$ cat src/rtl/midi_msg_tx.sv
// MIDI message transmitter: buffers complete messages, applies running-status
// compression, slots realtime bytes in at byte boundaries and sends 8N1 serial.
module midi_msg_tx #(
    parameter int CLK_HZ     = 50000000,
    parameter int BAUD       = 31250,
    parameter int FIFO_DEPTH = 4,
    parameter int RS_EN      = 1,
    parameter int RS_TIMEOUT = 12500000
) (
    input  logic       CLOCK_50,
    input  logic       reset_reg_N,
    input  logic       msg_valid,
    output logic       msg_ready,
    input  logic [7:0] msg_status,
    input  logic [6:0] msg_data1,
    input  logic [6:0] msg_data2,
    input  logic       rt_valid,
    input  logic [7:0] rt_byte,
    output logic       rt_ready,
    output logic       midi_txd,
    output logic       byte_sent,
    output logic       drop_err,
    output logic       busy
);
    localparam int BIT_CYCLES = CLK_HZ / BAUD;
    localparam int CW = (BIT_CYCLES > 1) ? $clog2(BIT_CYCLES) : 1;
    localparam int AW = (FIFO_DEPTH > 1) ? $clog2(FIFO_DEPTH) : 1;
    localparam int TW = $clog2(RS_TIMEOUT + 1);
    localparam logic [CW-1:0] BIT_LAST = CW'(BIT_CYCLES - 1);
    localparam logic [TW-1:0] TO_LAST  = TW'(RS_TIMEOUT - 1);
    localparam logic [TW-1:0] TO_MAX   = TW'(RS_TIMEOUT);
    localparam logic [AW:0]   FIFO_MAX = (AW + 1)'(FIFO_DEPTH);

    typedef enum logic [2:0] {S_IDLE, S_LOAD, S_STAT, S_D1, S_D2} state_t;

    function automatic logic [1:0] msg_len(input logic [7:0] s);
        logic [1:0] len;
        case (s[7:4])
            4'h8, 4'h9, 4'hA, 4'hB, 4'hE: len = 2'd3;
            4'hC, 4'hD:                   len = 2'd2;
            4'hF: len = (s == 8'hF2) ? 2'd3 : ((s == 8'hF1 || s == 8'hF3) ? 2'd2 : 2'd1);
            default:                      len = 2'd1;
        endcase
        return len;
    endfunction

    logic [21:0]   fifo_mem [FIFO_DEPTH];
    logic [AW-1:0] wr_ptr_reg, rd_ptr_reg;
    logic [AW:0]   fifo_count_reg;
    state_t        state_reg, state_next, seq_state;
    logic [7:0]    cur_status_reg, last_status_reg, last_status_next;
    logic [6:0]    cur_d1_reg, cur_d2_reg;
    logic          rt_full_reg, drop_err_reg;
    logic [7:0]    rt_byte_reg;
    logic [TW-1:0] idle_cnt_reg;
    logic          ser_active_reg;
    logic [9:0]    frame_reg;
    logic [3:0]    bit_idx_reg;
    logic [CW-1:0] cyc_cnt_reg;

    logic       msg_take, push, pop, rt_take, rt_bad, rt_store, rt_send;
    logic       load, frame_done, ser_ready, rs_skip, idle_now;
    logic [7:0] load_byte, sel_status;
    logic [6:0] sel_d1, sel_d2;
    logic [1:0] sel_len;

    assign msg_ready  = (fifo_count_reg != FIFO_MAX);
    assign msg_take   = msg_valid && msg_ready;
    assign push       = msg_take && msg_status[7];
    assign rt_ready   = !rt_full_reg;
    assign rt_take    = rt_valid && rt_ready;
    assign rt_bad     = rt_take && (rt_byte < 8'hF8);
    assign rt_store   = rt_take && !rt_bad;
    assign frame_done = ser_active_reg && (bit_idx_reg == 4'd9) && (cyc_cnt_reg == BIT_LAST);
    // A new frame may be loaded on the last stop-bit cycle so frames abut.
    assign ser_ready  = !ser_active_reg || frame_done;
    assign midi_txd   = ser_active_reg ? frame_reg[0] : 1'b1;
    assign byte_sent  = frame_done;
    assign drop_err   = drop_err_reg;
    assign busy       = (fifo_count_reg != '0) || (state_reg != S_IDLE) || ser_active_reg || rt_full_reg;

    // In LOAD the FIFO head is used directly so the first byte leaves without an extra cycle.
    assign sel_status = (state_reg == S_LOAD) ? fifo_mem[rd_ptr_reg][21:14] : cur_status_reg;
    assign sel_d1     = (state_reg == S_LOAD) ? fifo_mem[rd_ptr_reg][13:7]  : cur_d1_reg;
    assign sel_d2     = (state_reg == S_LOAD) ? fifo_mem[rd_ptr_reg][6:0]   : cur_d2_reg;
    assign sel_len    = msg_len(sel_status);
    assign rs_skip    = (RS_EN != 0) && (sel_status >= 8'h80) && (sel_status <= 8'hEF) &&
                        (sel_status == last_status_reg);

    always_comb begin
        state_next       = state_reg;
        seq_state        = state_reg;
        pop              = 1'b0;
        load             = 1'b0;
        load_byte        = 8'h00;
        rt_send          = 1'b0;
        last_status_next = last_status_reg;
        case (state_reg)
            S_IDLE: if (fifo_count_reg != '0 || push) state_next = S_LOAD;
            S_LOAD: begin
                pop        = 1'b1;
                seq_state  = rs_skip ? S_D1 : S_STAT;
                state_next = seq_state;
            end
            default: ;
        endcase
        if (ser_ready) begin
            if (rt_full_reg) begin
                load      = 1'b1;
                load_byte = rt_byte_reg;
                rt_send   = 1'b1;
            end else begin
                case (seq_state)
                    S_STAT: begin
                        load       = 1'b1;
                        load_byte  = sel_status;
                        state_next = (sel_len > 2'd1) ? S_D1 : S_IDLE;
                        if (sel_status <= 8'hEF)      last_status_next = sel_status;
                        else if (sel_status < 8'hF8)  last_status_next = 8'h00;
                    end
                    S_D1: begin
                        load       = 1'b1;
                        load_byte  = {1'b0, sel_d1};
                        state_next = (sel_len > 2'd2) ? S_D2 : S_IDLE;
                    end
                    S_D2: begin
                        load       = 1'b1;
                        load_byte  = {1'b0, sel_d2};
                        state_next = S_IDLE;
                    end
                    default: ;
                endcase
            end
        end
        idle_now = !ser_active_reg && !load;
        if (idle_now && idle_cnt_reg == TO_LAST) last_status_next = 8'h00;
    end

    always_ff @(posedge CLOCK_50) begin
        if (push) fifo_mem[wr_ptr_reg] <= {msg_status, msg_data1, msg_data2};
    end

    always_ff @(posedge CLOCK_50 or negedge reset_reg_N) begin
        if (!reset_reg_N) begin
            wr_ptr_reg      <= '0;
            rd_ptr_reg      <= '0;
            fifo_count_reg  <= '0;
            state_reg       <= S_IDLE;
            cur_status_reg  <= 8'h00;
            cur_d1_reg      <= 7'h00;
            cur_d2_reg      <= 7'h00;
            last_status_reg <= 8'h00;
            rt_full_reg     <= 1'b0;
            rt_byte_reg     <= 8'h00;
            drop_err_reg    <= 1'b0;
            idle_cnt_reg    <= '0;
            ser_active_reg  <= 1'b0;
            frame_reg       <= 10'h3FF;
            bit_idx_reg     <= 4'd0;
            cyc_cnt_reg     <= '0;
        end else begin
            state_reg       <= state_next;
            last_status_reg <= last_status_next;
            drop_err_reg    <= (msg_take && !msg_status[7]) || rt_bad;
            if (push) wr_ptr_reg <= wr_ptr_reg + AW'(1);
            if (pop) begin
                rd_ptr_reg     <= rd_ptr_reg + AW'(1);
                cur_status_reg <= sel_status;
                cur_d1_reg     <= sel_d1;
                cur_d2_reg     <= sel_d2;
            end
            case ({push, pop})
                2'b10:   fifo_count_reg <= fifo_count_reg + (AW + 1)'(1);
                2'b01:   fifo_count_reg <= fifo_count_reg - (AW + 1)'(1);
                default: ;
            endcase
            if (rt_store) begin
                rt_full_reg <= 1'b1;
                rt_byte_reg <= rt_byte;
            end else if (rt_send) begin
                rt_full_reg <= 1'b0;
            end
            if (!idle_now)                 idle_cnt_reg <= '0;
            else if (idle_cnt_reg < TO_MAX) idle_cnt_reg <= idle_cnt_reg + TW'(1);
            if (load) begin
                ser_active_reg <= 1'b1;
                frame_reg      <= {1'b1, load_byte, 1'b0};
                bit_idx_reg    <= 4'd0;
                cyc_cnt_reg    <= '0;
            end else if (ser_active_reg) begin
                if (cyc_cnt_reg == BIT_LAST) begin
                    cyc_cnt_reg <= '0;
                    if (bit_idx_reg == 4'd9) begin
                        ser_active_reg <= 1'b0;
                    end else begin
                        bit_idx_reg <= bit_idx_reg + 4'd1;
                        frame_reg   <= {1'b1, frame_reg[9:1]};
                    end
                end else begin
                    cyc_cnt_reg <= cyc_cnt_reg + CW'(1);
                end
            end
        end
    end
endmodule

$ cat config.mk
export PLATFORM = sky130hd
export DESIGN_NAME = midi_msg_tx
export DESIGN_NICKNAME = d
export VERILOG_FILES = /design/src/rtl/midi_msg_tx.sv
export SDC_FILE = /design/constraint.sdc
export NUM_CORES = 1
export LEC_CHECK = 0
export CAP_MARGIN = 20
export CORE_MARGIN = 1
export CORE_UTILIZATION = 60
export CTS_CLUSTER_DIAMETER = 30
export DETAILED_ROUTE_END_ITERATION = 8
export GPL_TIMING_DRIVEN = 0
export PLACE_DENSITY = 0.78
export SYNTH_ARGS = -nofsm -noshare
export SYNTH_HDL_FRONTEND = slang
export SYNTH_SLANG_ARGS = --single-unit
$ cat constraint.sdc
create_clock -name CLOCK_50 -period 3.2 [get_ports CLOCK_50]
set_input_delay 0.32 -clock CLOCK_50 [delete_from_list [all_inputs] [get_ports CLOCK_50]]
set_output_delay 0.32 -clock CLOCK_50 [all_outputs]
set_load 0.02 [all_outputs]
==> results.toml <==
[drt]
drc = 0
postRouteAntennaNets = 0
num_vias = 5202
dr.pass1.iters = 5
vias_per_cell = 5.88
drt_iter0_drc = 383
wl_per_cell_um = 18.3
finalWirelength_um = 16200

[timing]
finalClockSkew_ps = 9.36
fmax_ghz = 0.338
rsz0062_at_grt = "false"
finalSetupViolCount = 0
fin_hold_ws_ps = 452
max_slew_margin = 0.490
tightest_slew_ps = 765
final-hold-violation-count = 0
finalMaxSlewViolations = 0
fin_crit_sh = 0.926
period_needed_ps = 2960

[power_and_ir_drop]
p_clk_frac = 0.394
p_per_area_mw_per_mm2 = 554
p_leak_uw = 0.00370
p_seq_frac = 0.520
pwr-share-comb = 0.085
swShare = 0.236
ir_drop_uv = 501
power_switching_uw = 1260
cellInternalPower_uw = 4090

[yosys]
yosysMostFrequentCell = "dfrtp_1"
yosys.area.top_type = "edfxtp_1"
yosys.area_share.adder = 0.0159
synth_area_per_cell_um2 = 13.1
ys_seq_area_frac = 0.617
synth_flop_cell = "dfrtp_1"
synthMuxAreaShare = 0.0866
synth-simple-area-share = 0.135
yosys-top-cells-count = "dfrtp_1 (90), edfxtp_1 (88), nand2_1 (88)"
synth_top_area_frac = 0.318
synth_cells = 633
synth_top_family_by_area = "simple AND/OR/NAND/NOR gates"
ys_top_cells_by_area = "edfxtp_1 (32%), dfrtp_1 (27%), mux4_2 (5.4%)"
synth-seq-cells = 187
yosys.cell_types.count = 75
ys_warn_count = 0
synth_xor_area_frac = 0.0453
synth_compound_area_frac = 0.0705
async_flop_share = 0.529
synth_fp_nets = 677
synth_edf_count = 88
syn-cell-area_mm2 = 0.00832

[global_route]
grt_pass1_vias = 5265
grt_pass1_wl_um = 26300
globalRouteOverflowTotal = 0
grt_max_degree = 51
grt.total_usage = 0.244
antenna_found_initial = 0

[clocking]
cts_buffers = 17
path_clk_slew_ps = 70
cts_tree = "built"
clock_latency_ps = 440
clk_path_buf_depth = 2
cts_num_sinks = 187
cts_setup_buffers = 0
cts.htree.levels = 4
ctsRootBufferMaster = "clkbuf_16"

[critical_path]
crit_slowest_cell = "dfrtp_1"
start_kind = "flop"
cp_top_family = "simple AND/OR/NAND/NOR gates"
cp_num_buf_inv = 4
ff2ff_setup_slack_ps = 240
crit_required_ps = 3550
path_cells = "or3b_1 -> buf_6 -> clkinv_8 -> buf_12 -> mux2i_4 -> clkinv_1 -> nand3_2 -> and4_4 -> nor2_1 -> a221oi_1 -> a21oi_1"
reg2reg_depth = 11
end_kind = "flop"
worst_path_largest_cell_delay_ps = 460
crit_type = "reg -> reg"
cp_max_fo = 19
rr_startpoint = "state_reg[1]"
crit_arrival_ps = 3310
reg2reg_to = "frame_reg[5]"

[placed_design]
gp_congestion = 0.862
dpl.cell_count = 851
dp_hpwl_um = 11200
port_buffers = 39

[final_layout]
fillCellCount = 912
syn2layout_area_growth_pct = 16.2
largest_reg_flops = 88
nets = 739
multiInputGateArea_mm2 = 0.00295
drive_gt1_frac = 0.147
diodes = 0
fin_cells = 884
register_area_mm2 = 0.00513

[die]
io_pins = 40
die_h_um = 120
start_util = 0.621
die-area_mm2 = 0.0143
fp-row-count = 42
die_x_um = 120
core_area_mm2 = 0.0134

[run]
max-cap-violations = 0

[hold_path]
hold_class = "in -> async"

[outcome]
status = "finished clean"
==> power groups by stage <==
stage	combinational [uW]	sequential (uW)	clock, uW
2_1_floorplan	233	2810	0
3_3_place_gp	383	2820	0
3_5_place_dp	441	2830	0
4_1_cts	446	2790	2130
5_1_grt	494	2800	2230
6_report	455	2780	2110
==> kinds of logic after synthesis <==
family                   Yosys count
buffers and inverters             48
AO/OA/AOI/OAI                     77
AND/OR/NAND/NOR                  230
adder cells (fa/ha/maj)           10
XOR/XNOR                          43
multiplexers                      38
flip-flops                       187
==> worst max-delay path by stage <==
stage                              start                 to  slack [ps]  cells past startpoint
after floorplan             state_reg[2]  fifo_count_reg[2]         650                     12
after global placement       reset_reg_N      rd_ptr_reg[1]       -1770                      1
after detailed placement  cyc_cnt_reg[0]       frame_reg[5]         100                      9
after CTS                 cyc_cnt_reg[0]       frame_reg[5]          70                      9
after global routing      cyc_cnt_reg[0]       frame_reg[1]          20                     10
final                       state_reg[1]       frame_reg[5]         240                     11
==> layer usage <==
metal,part of all wire,track usage,vias to the layer above
met4,0.022,0.100,0
met1,0.42,0.304,2617
met5,0,0,-
met2,0.52,0.412,126
li1,-,-,2427
met3,0.039,0.0566,32
==> placed cells by master, fill, tap and decap left out, types with 6 or more instances in the layout <==
cell,n
clkbuf_16,17
and3_1,9
nor2_1,53
and2_1,8
nand2_1,88
nand4_1,7
ha_1,9
o221ai_1,7
dfrtp_1,90
mux4_2,20
o21ai_0,15
xnor2_1,20
nand3_1,18
inv_1,20
nand2b_1,10
clkdlybuf4s50_1,38
edfxtp_1,88
o2bb2ai_1,6
xor2_1,23
clkbuf_1,13
a21oi_1,12
dfstp_2,9
==> stage by stage <==
| stage | area [um2] | setup slack, ps | power [uW] | setup TNS (ps) | util |
|---|---|---|---|---|---|
| global placement | 8930 | -1770 | 3200 | -164650 | 0.666 |
| floorplan | 8320 | 646 | 3040 | 0 | - |
| detailed placement | 9010 | 98.3 | 3270 | 0 | 0.672 |
| global route | 9670 | 22.7 | 5520 | 0 | 0.721 |
| finish | 9670 | 237 | 5350 | 0 | 0.721 |
| CTS | 9610 | 74.9 | 5370 | 0 | 0.717 |
==> area by class of cell <==
cell class | instances | area share
buffer | 24 | 0.0154
clock buffer | 19 | 0.0448
clock inverter | 13 | 0.0161
inverter | 22 | 0.00984
multi-input combinational | 398 | 0.305
sequential | 187 | 0.531
tap | 176 | 0.0228
timing repair buffer | 45 | 0.0554
==> timing repair <==
item	4_1_cts	5_1_grt
resized for setup	0	5
setup endpoints to repair	0	21
hold endpoints to repair	48	0
hold buffers	1	0
Note: power is estimated with default switching activity, not from simulation.
